$ cat src/rtl/vsync_rx_pkg.sv
// -----------------------------------------------------------------------------
// vsync_rx_pkg
// Shared VGA timing definitions used by the vsync receiver and the vsync
// generator: line counter width, saturation value, pulse-width counter width,
// the receiver FSM state type and small saturating-increment helpers.
// -----------------------------------------------------------------------------
package vsync_rx_pkg;

  localparam int LINE_W = 10;
  localparam logic [LINE_W-1:0] LINE_MAX = 10'd1023;

  localparam int PW_W = 4;
  localparam logic [PW_W-1:0] PW_MAX = 4'd15;

  typedef enum logic [1:0] {
    ST_SEARCH  = 2'd0,
    ST_MEASURE = 2'd1,
    ST_CHECK   = 2'd2,
    ST_LOCK    = 2'd3
  } vs_state_e;

  // Line counter increment that sticks at LINE_MAX.
  function automatic logic [LINE_W-1:0] line_sat_inc(input logic [LINE_W-1:0] v);
    return (v == LINE_MAX) ? LINE_MAX : v + 10'd1;
  endfunction

  // Pulse-width counter increment that sticks at PW_MAX.
  function automatic logic [PW_W-1:0] pw_sat_inc(input logic [PW_W-1:0] v);
    return (v == PW_MAX) ? PW_MAX : v + 4'd1;
  endfunction

endpackage

$ cat src/rtl/vsync_rx_sync_edge.sv
// -----------------------------------------------------------------------------
// sync_edge
// Two-flop synchronizer for an asynchronous level followed by an edge-detect
// register. Generic so it can serve vsync and hsync alike.
//   clk   : sampling clock
//   reset : asynchronous active-high reset, flops go to RST_VAL
//   d     : asynchronous input
//   level : synchronized level
//   rise  : synchronized level went 0->1 (combinational, one cycle)
//   fall  : synchronized level went 1->0 (combinational, one cycle)
// -----------------------------------------------------------------------------
module sync_edge
  import vsync_rx_pkg::*;
#(
  parameter logic RST_VAL = 1'b0
) (
  input  logic clk,
  input  logic reset,
  input  logic d,
  output logic level,
  output logic rise,
  output logic fall
);

  logic r_meta;
  logic r_sync;
  logic r_prev;

  // Synchronizer chain plus the previous-level register for edge detection.
  always_ff @(posedge clk or posedge reset) begin
    if (reset) begin
      r_meta <= RST_VAL;
      r_sync <= RST_VAL;
      r_prev <= RST_VAL;
    end else begin
      r_meta <= d;
      r_sync <= r_meta;
      r_prev <= r_sync;
    end
  end

  assign level = r_sync;
  assign rise  = r_sync & ~r_prev;
  assign fall  = ~r_sync & r_prev;

endmodule

$ cat src/rtl/vsync_rx.sv
// -----------------------------------------------------------------------------
// vsync_rx
// Recovers the line index from an asynchronous vertical sync, measures frame
// length and sync pulse width, and reports lock once LOCK_FRAMES consecutive
// frames have the same length.
//   clk         : line-rate clock, one edge per line
//   reset       : asynchronous active-high reset
//   vsync       : asynchronous vertical sync (active level = VS_ACTIVE)
//   q           : line index, 0 on the cycle frame_start is high
//   frame_len   : length of the last completed frame in lines
//   vs_width    : width of the last sync pulse in lines, saturating at 15
//   frame_start : one-cycle pulse per detected sync leading edge
//   locked      : high while in the LOCK state
//   err         : one-cycle pulse on frame-length mismatch or timeout
// -----------------------------------------------------------------------------
module vsync_rx
  import vsync_rx_pkg::*;
#(
  parameter logic VS_ACTIVE   = 1'b0,
  parameter int   LOCK_FRAMES = 2
) (
  input  logic              clk,
  input  logic              reset,
  input  logic              vsync,
  output logic [LINE_W-1:0] q,
  output logic [LINE_W-1:0] frame_len,
  output logic [PW_W-1:0]   vs_width,
  output logic              frame_start,
  output logic              locked,
  output logic              err
);

  localparam int MATCH_W = 8;
  localparam logic [MATCH_W-1:0] LOCK_N = MATCH_W'(LOCK_FRAMES);

  logic w_level;
  logic w_rise;
  logic w_fall;
  logic w_active;
  logic w_lead;
  logic w_trail;

  vs_state_e          r_state;
  vs_state_e          w_state_nxt;
  logic [MATCH_W-1:0] r_match;
  logic [MATCH_W-1:0] w_match_nxt;
  logic [LINE_W-1:0]  r_q;
  logic [LINE_W-1:0]  w_q_nxt;
  logic [LINE_W-1:0]  w_q_inc;
  logic [LINE_W-1:0]  r_frame_len;
  logic               w_len_upd;
  logic               w_err_nxt;
  logic [PW_W-1:0]    r_pw;
  logic [PW_W-1:0]    r_vs_width;
  logic               r_frame_start;
  logic               r_locked;
  logic               r_err;

  // Flops start at the inactive level so a sync already active at release
  // still produces a clean leading edge.
  sync_edge #(
    .RST_VAL(~VS_ACTIVE)
  ) u_sync (
    .clk  (clk),
    .reset(reset),
    .d    (vsync),
    .level(w_level),
    .rise (w_rise),
    .fall (w_fall)
  );

  assign w_active = (w_level == VS_ACTIVE);
  assign w_lead   = VS_ACTIVE ? w_rise : w_fall;
  assign w_trail  = VS_ACTIVE ? w_fall : w_rise;

  // q+1 is the length of the frame ending at this leading edge; outside SEARCH
  // q never exceeds 1022, so it cannot wrap.
  assign w_q_inc = r_q + 10'd1;

  // Next-state, line counter and error decode; a leading edge outranks timeout.
  always_comb begin
    w_state_nxt = r_state;
    w_match_nxt = r_match;
    w_err_nxt   = 1'b0;
    w_len_upd   = 1'b0;
    w_q_nxt     = line_sat_inc(r_q);
    if (w_lead) begin
      w_q_nxt = 10'd0;
      case (r_state)
        ST_SEARCH: begin
          w_state_nxt = ST_MEASURE;
        end
        ST_MEASURE: begin
          w_len_upd   = 1'b1;
          w_match_nxt = 8'd1;
          w_state_nxt = ST_CHECK;
        end
        ST_CHECK, ST_LOCK: begin
          w_len_upd = 1'b1;
          if (w_q_inc == r_frame_len) begin
            if (r_state == ST_CHECK) begin
              w_match_nxt = r_match + 8'd1;
              if (w_match_nxt >= LOCK_N) begin
                w_state_nxt = ST_LOCK;
              end else begin
                w_state_nxt = ST_CHECK;
              end
            end else begin
              w_state_nxt = ST_LOCK;
            end
          end else begin
            w_err_nxt   = 1'b1;
            w_match_nxt = 8'd1;
            w_state_nxt = ST_CHECK;
          end
        end
        default: begin
          w_state_nxt = ST_SEARCH;
          w_match_nxt = 8'd0;
        end
      endcase
    end else if ((r_state != ST_SEARCH) && (r_q >= LINE_MAX - 10'd1)) begin
      w_err_nxt   = 1'b1;
      w_state_nxt = ST_SEARCH;
      w_match_nxt = 8'd0;
      w_q_nxt     = LINE_MAX;
    end else begin
      w_err_nxt = 1'b0;
    end
  end

  // FSM state, line counter and registered status outputs.
  always_ff @(posedge clk or posedge reset) begin
    if (reset) begin
      r_state       <= ST_SEARCH;
      r_match       <= 8'd0;
      r_q           <= 10'd0;
      r_frame_len   <= 10'd0;
      r_frame_start <= 1'b0;
      r_locked      <= 1'b0;
      r_err         <= 1'b0;
    end else begin
      r_state       <= w_state_nxt;
      r_match       <= w_match_nxt;
      r_q           <= w_q_nxt;
      r_frame_start <= w_lead;
      r_locked      <= (w_state_nxt == ST_LOCK);
      r_err         <= w_err_nxt;
      if (w_len_upd) begin
        r_frame_len <= w_q_inc;
      end
    end
  end

  // Sync pulse width: restart at 1 on the leading edge, count while active,
  // publish on the trailing edge.
  always_ff @(posedge clk or posedge reset) begin
    if (reset) begin
      r_pw       <= 4'd0;
      r_vs_width <= 4'd0;
    end else begin
      if (w_lead) begin
        r_pw <= 4'd1;
      end else if (w_active) begin
        r_pw <= pw_sat_inc(r_pw);
      end
      if (w_trail) begin
        r_vs_width <= r_pw;
      end
    end
  end

  assign q           = r_q;
  assign frame_len   = r_frame_len;
  assign vs_width    = r_vs_width;
  assign frame_start = r_frame_start;
  assign locked      = r_locked;
  assign err         = r_err;

endmodule
$ cat config.mk
export PLATFORM = sky130hd
export DESIGN_NAME = vsync_rx
export DESIGN_NICKNAME = d
export VERILOG_FILES = /design/src/rtl/vsync_rx_pkg.sv /design/src/rtl/vsync_rx_sync_edge.sv /design/src/rtl/vsync_rx.sv
export SDC_FILE = /design/constraint.sdc
export NUM_CORES = 1
export LEC_CHECK = 0
export ABC_AREA = 0
export CAP_MARGIN = 20
export CORE_UTILIZATION = 55
export DETAILED_ROUTE_END_ITERATION = 7
export GPL_TIMING_DRIVEN = 0
export PLACE_DENSITY = 0.79
export SLEW_MARGIN = 15
export SYNTH_ARGS = -nofsm -noshare
export SYNTH_HDL_FRONTEND = slang
export SYNTH_SLANG_ARGS = --single-unit
$ cat constraint.sdc
create_clock -name clk -period 2.85 [get_ports clk]
set_clock_uncertainty 0.15 [all_clocks]
set_input_delay 0.4275 -clock clk [delete_from_list [all_inputs] [get_ports clk]]
set_output_delay 0.4275 -clock clk [all_outputs]
set_load 0.01 [all_outputs]
**Yosys cells after proc, flatten, opt, wreduce, memory -nomap -nowiden**

Index checks and enable logic that the tools add are counted.

- Logic and storage cells: 61
- Bits in registers: 44
- Output and inout bits: 27
- Bits of input ports: 3

- Mux-type cells: 23
- Order comparisons: 2
- Bitwise gates (word level): 4
- $add $sub $neg: 3
- Equal/unequal tests: 10
- Reductions and logical operators: 7

Operator list:

| kind | count |
|---|---|
| 2-to-1 mux 8 bit | 4 |
| 2-to-1 mux 10 bit | 3 |
| one-hot mux 8 bit (2 select lines) | 1 |
| 2-to-1 mux 4 bit | 3 |
| adder 10 x 1 -> 10 bit (second input constant) | 1 |
| == test 10 bit | 1 |
| == test 10 bit (second input constant) | 1 |
| greater-or-equal comparator 10 bit (second input constant) | 1 |
| adder 8 x 1 -> 8 bit (second input constant) | 1 |
| greater-or-equal comparator 8 x 2 -> 1 bit (second input constant) | 1 |
| 2-to-1 mux 2 bit | 4 |
| 2-to-1 mux 1 bit | 7 |
| == test 2 bit (second input constant) | 3 |
| one-hot mux 2 bit (3 select lines) | 1 |
| adder 4 x 1 -> 4 bit (second input constant) | 1 |
| == test 4 bit (second input constant) | 1 |
| != test 4 bit (second input constant) | 1 |
| nonzero test 2 bit | 2 |
| != test 3 x 1 -> 1 bit (second input constant) | 1 |
| AND reduction 3 bit | 1 |
| OR reduction 3 bit | 1 |
| AND 1 bit | 2 |
| == test 2 x 1 -> 1 bit (second input constant) | 1 |
| zero test 2 bit | 1 |
| 4 further kinds | 5 |

**Depth between registers and ports, before layout**

- Depth after elaboration: 8
- Gate-level depth with buffers: 8
- Gate-level depth less buffers: 8

**By module**

A second synthesis with hierarchy kept.

- Cells, all modules: 242
- Area, all modules: 2448.6 µm²

By module, submodules not included:

| module | seq. area each (µm²) | instances | cells each | area each (µm²) |
|---|---|---|---|---|
| vsync_rx | 1026.0 | 1 | 236 | 2351.0 |
| sync_edge | 78.8 | 1 | 6 | 97.6 |

**Worst setup path before layout**

Ideal clock, no wire load.

- Kind: reg2reg
- Start: register r_q[0] (netlist: q[0])
- End: register r_match[0]
- Period minus slack after synthesis: 2267 ps
- Stages on the path, launching flop included: 8
- Arrival time: 1993 ps
- Data required time: 2576 ps
- Setup slack: 583 ps
- Library setup time: 124 ps
- Path buffers: 0
- Cells stage by stage: dfrtp_1 > ha_1 > nand3_1 > nor3_1 > nor2_1 > nor4_4 > nand2_1 > o31a_1

- Cells in the longest elaborated chain, start to end: 5
- Elaborated cells on any way between the ends: 10
- Those cells by class: 1 x add/sub; 1 x order compare; 2 x eq/ne; 3 x mux; 3 x reduce/logical

RTL lines:

| item | RTL line | text |
|---|---|---|
| start, declared | vsync_rx.sv:47 | `logic [LINE_W-1:0] r_q;` |
| start signal, assigned | vsync_rx.sv:145 | `r_q <= w_q_nxt;` |
| adder 10 x 1 -> 10 bit | vsync_rx.sv:78 | `assign w_q_inc = r_q + 10'd1;` |
| == test 10 bit | vsync_rx.sv:100 | `if (w_q_inc == r_frame_len) begin` |
| 2-to-1 mux 8 bit | vsync_rx.sv:100 |  |
| one-hot mux 8 bit (2 select lines) | vsync_rx.sv:89 | `case (r_state)` |
| 2-to-1 mux 8 bit | vsync_rx.sv:87 | `if (w_lead) begin` |
| end signal, assigned | vsync_rx.sv:144 | `r_match <= w_match_nxt;` |
| end, declared | vsync_rx.sv:45 | `logic [MATCH_W-1:0] r_match;` |

Parallel ways exist; a longest one is shown, timed or not.
A chain may end at the register's enable or synchronous reset.

**Worst setup path after layout**

- Start: register r_q[0] (netlist: q[0])
- End: register r_match[1]

The elaborated chain is that of the path after synthesis.

==> results.md <==
* Synth Warn # at 0
* Setup TNS at 0 ns
* Share of layout cells above drive strength 1 at 0.06969
* Final hold violation count at 0
* Final Power at 1.679 mW
* GRT Util Overall at 0.2453
* Post-cts sizing count at 0
* Syn Nets at 257
* WL/cell at 14.58 um
* Hold Crit Class: flip-flop to flip-flop
* First-pass GRT wire length at 8190 um
* Area growth syn-to-layout at 20.00%
* Worst slew pin tran at 0.7661 ns
* Post-synth EDFFs at 0
* Initial antenna violation count at 0
* Syn_area_per_cell at 9.497 um2
* Top cells by area, synth: dfrtp_1 (43%), xnor2_1 (6.7%), nand2_1 (5.4%), a21oi_1 (4.9%), nor2_1 (3.8%)
* PwrDens at 591.6 mW/mm2
* Routability cong. at 0.7904
* Core area at 0.004058 mm2
* Leakage Power at 1.215 nW
* Postcts setup bufs at 0
* Hold Path Cell Cnt at 0
* Share of the synthesized area in the top cell type at 0.4339
* Starting DRC count in detailed routing at 170
* Startpoint types: flip-flop
* Cells on worst reg2reg path at 7
* Initial Utilization at 0.5828
* Setup ws final at 0.2077 ns
* Cells after Synth at 249
* Asr flop ratio synth at 1.000
* Overflow after GRT at 0
* Drt first pass iters at 4
* Row count at 23
* Reg clk slew, reported paths at 0.08 ns
* Nets at 294
* Place WS at 0.2105 ns
* Clock Tree Root: clkbuf_8
* Max VDD drop at 0.4247 mV
* Die H at 67.57 um
* Vias in the first global route at 1,804
* CP Class: flip-flop to flip-flop
* Inserted Clock Buffers at 5
* Clk_lat worst skew at 0.30 ns
* DRT antenna net count at 0
* Largest net degree at the start of global routing at 32
* Vias at 1,923
* Crit. End Element: flip-flop
* WL final at 4912 um
* Yosys cell types at 44
* Outcome: completed
* Maxcap violations at 0
* Port bufs at 29
* Post-synth top flop: dfrtp_1
* Vias per cell at 5.706
* # clock sinks at 44
* # DRC at 0
* Hpwl dp at 3610 um
* TritonCTS clock tree: yes
* Clock Path Buffers at 2
* RSZ-0062 raised after global routing: false
* Mapped cell area at 0.002365 mm2
* Sequential area share after synthesis at 0.4672
* Die width at 67.57 um
* Critical path fanouts, max at 9
* Min cycle time layout at 2.642 ns
* Antenna diode count at 0
* Die ar. at 0.004566 mm2
* CP arrival at 2.70 ns
* Finish-stage setup viols at 0
* H-Tree Depth at 2
* Io pins at 30
* Post-synthesis register bit count at 44
* Top cell type by total area after synthesis: dfrtp_1
* Slew Viols, Final at 0
* WP data required at 2.91 ns
* Crit share post-route at 0.9271
* # hold bufs at CTS at 0
* Top achievable clock speed at 378.5 MHz
* Max-Slew Margin vs Limit at 0.4845
## worst max-delay path: stages, from the launching register on
cell and delay [ns]:
dfrtp_1 0.51, ha_1 0.31, nand3_1 0.31, nor3_1 0.34, o22ai_1 0.17, nor4b_4 0.51, a31oi_1 0.15, o31ai_1 0.09
## synth_stat cells, types with 2 or more instances
cell type / number
nand4b_1: 2
and2_1: 2
inv_1: 10
ha_1: 5
dfstp_2: 3
o2111ai_1: 2
nand2_1: 34
nand3b_1: 2
o31a_1: 2
o31ai_1: 3
a21oi_1: 23
dfrtp_1: 41
nor3b_1: 2
nor2_1: 24
a31oi_1: 5
nor4_1: 2
o21a_1: 2
xor2_1: 6
nor2b_1: 2
o21ai_0: 8
o22a_1: 3
xnor2_1: 18
and3_1: 3
nor3_1: 4
nand4_1: 2
nand3_1: 10
nand2b_1: 2
clkbuf_1: 9
o22ai_1: 2
mux2i_1: 2
## final timing paths
| kind | startpoint | to | slack, ns |
|---|---|---|---|
| max | q[0] | r_match[1] | 0.21 |
| min | u_sync.r_meta | u_sync.level | 0.21 |
| max reg2reg | q[0] | r_match[1] | 0.21 |
| min reg2reg | u_sync.r_meta | u_sync.level | 0.21 |
| max in group asynchronous | reset | u_sync.level | 1.75 |
| min in group asynchronous | reset | r_match[7] | 0.26 |
## power breakdown
part / leakage (nW) / internal [mW] / total [mW] / switching, mW
Clock: 0.0515 / 0.221 / 0.422 / 0.201
Combinational: 0.606 / 0.246 / 0.479 / 0.233
Sequential: 0.558 / 0.696 / 0.778 / 0.0811
## cells in the final DEF (no fill, tap or decap), types with 7 or more instances in the layout
master	n
o21ai_0	8
xnor2_1	18
a21oi_1	23
dfrtp_1	41
inv_1	9
clkbuf_8	7
clkbuf_1	10
nand3_1	10
nand2_1	34
nor2_1	24
clkdlybuf4s50_1	29
## cells by family after synthesis
family | after synthesis | share of synthesized area
and+or+nand+nor | 99 | 0.2259
AOI/OAI and AO/OA | 54 | 0.1413
DFF | 44 | 0.4672
xor gates and xnor gates | 25 | 0.09841
buffers and inverters | 20 | 0.03227
adders and majority gates | 5 | 0.02646
muxes | 2 | 0.008466
## flip-flops by register name (all words and copies together), names as in the netlist
signal / flops
r_pw: 4
vs_width: 4
r_match: 8
frame_start: 1
err: 1
u_sync.level: 1
q: 10
frame_len: 10
u_sync.r_meta: 1
r_state: 2
locked: 1
u_sync.r_prev: 1
## metrics by stage
stage,utilization,cells,hold slack [ns],area (um2)
after CTS,0.6994,337,0.2167,2838
after global placement,0.6698,328,0.1952,2718
final,0.6994,337,0.2143,2838
after global routing,0.6994,337,0.2193,2838
after detailed placement,0.6747,329,0.2057,2738
after floorplan,-,249,0.1952,2365
## area by class of cell
type | count | area, um2
Fill cell | 313 | 1220
Multi-Input combinational cell | 185 | 1184
Sequential cell | 44 | 1105
Timing Repair Buffer | 30 | 310.3
Clock buffer | 8 | 100.1
Tap cell | 50 | 62.56
Buffer | 10 | 38.79
Inverter | 10 | 37.54
## routing by layer
| layer | part of all wire | vias to the layer above | global-route usage |
|---|---|---|---|
| li1 | - | 941 | - |
| met1 | 0.45 | 940 | 0.3052 |
| met2 | 0.51 | 36 | 0.4047 |
| met3 | 0.031 | 6 | 0.05743 |
| met4 | 0.012 | 0 | 0.1037 |
| met5 | 0 | - | 0 |
(Power assumes the default switching activity.)
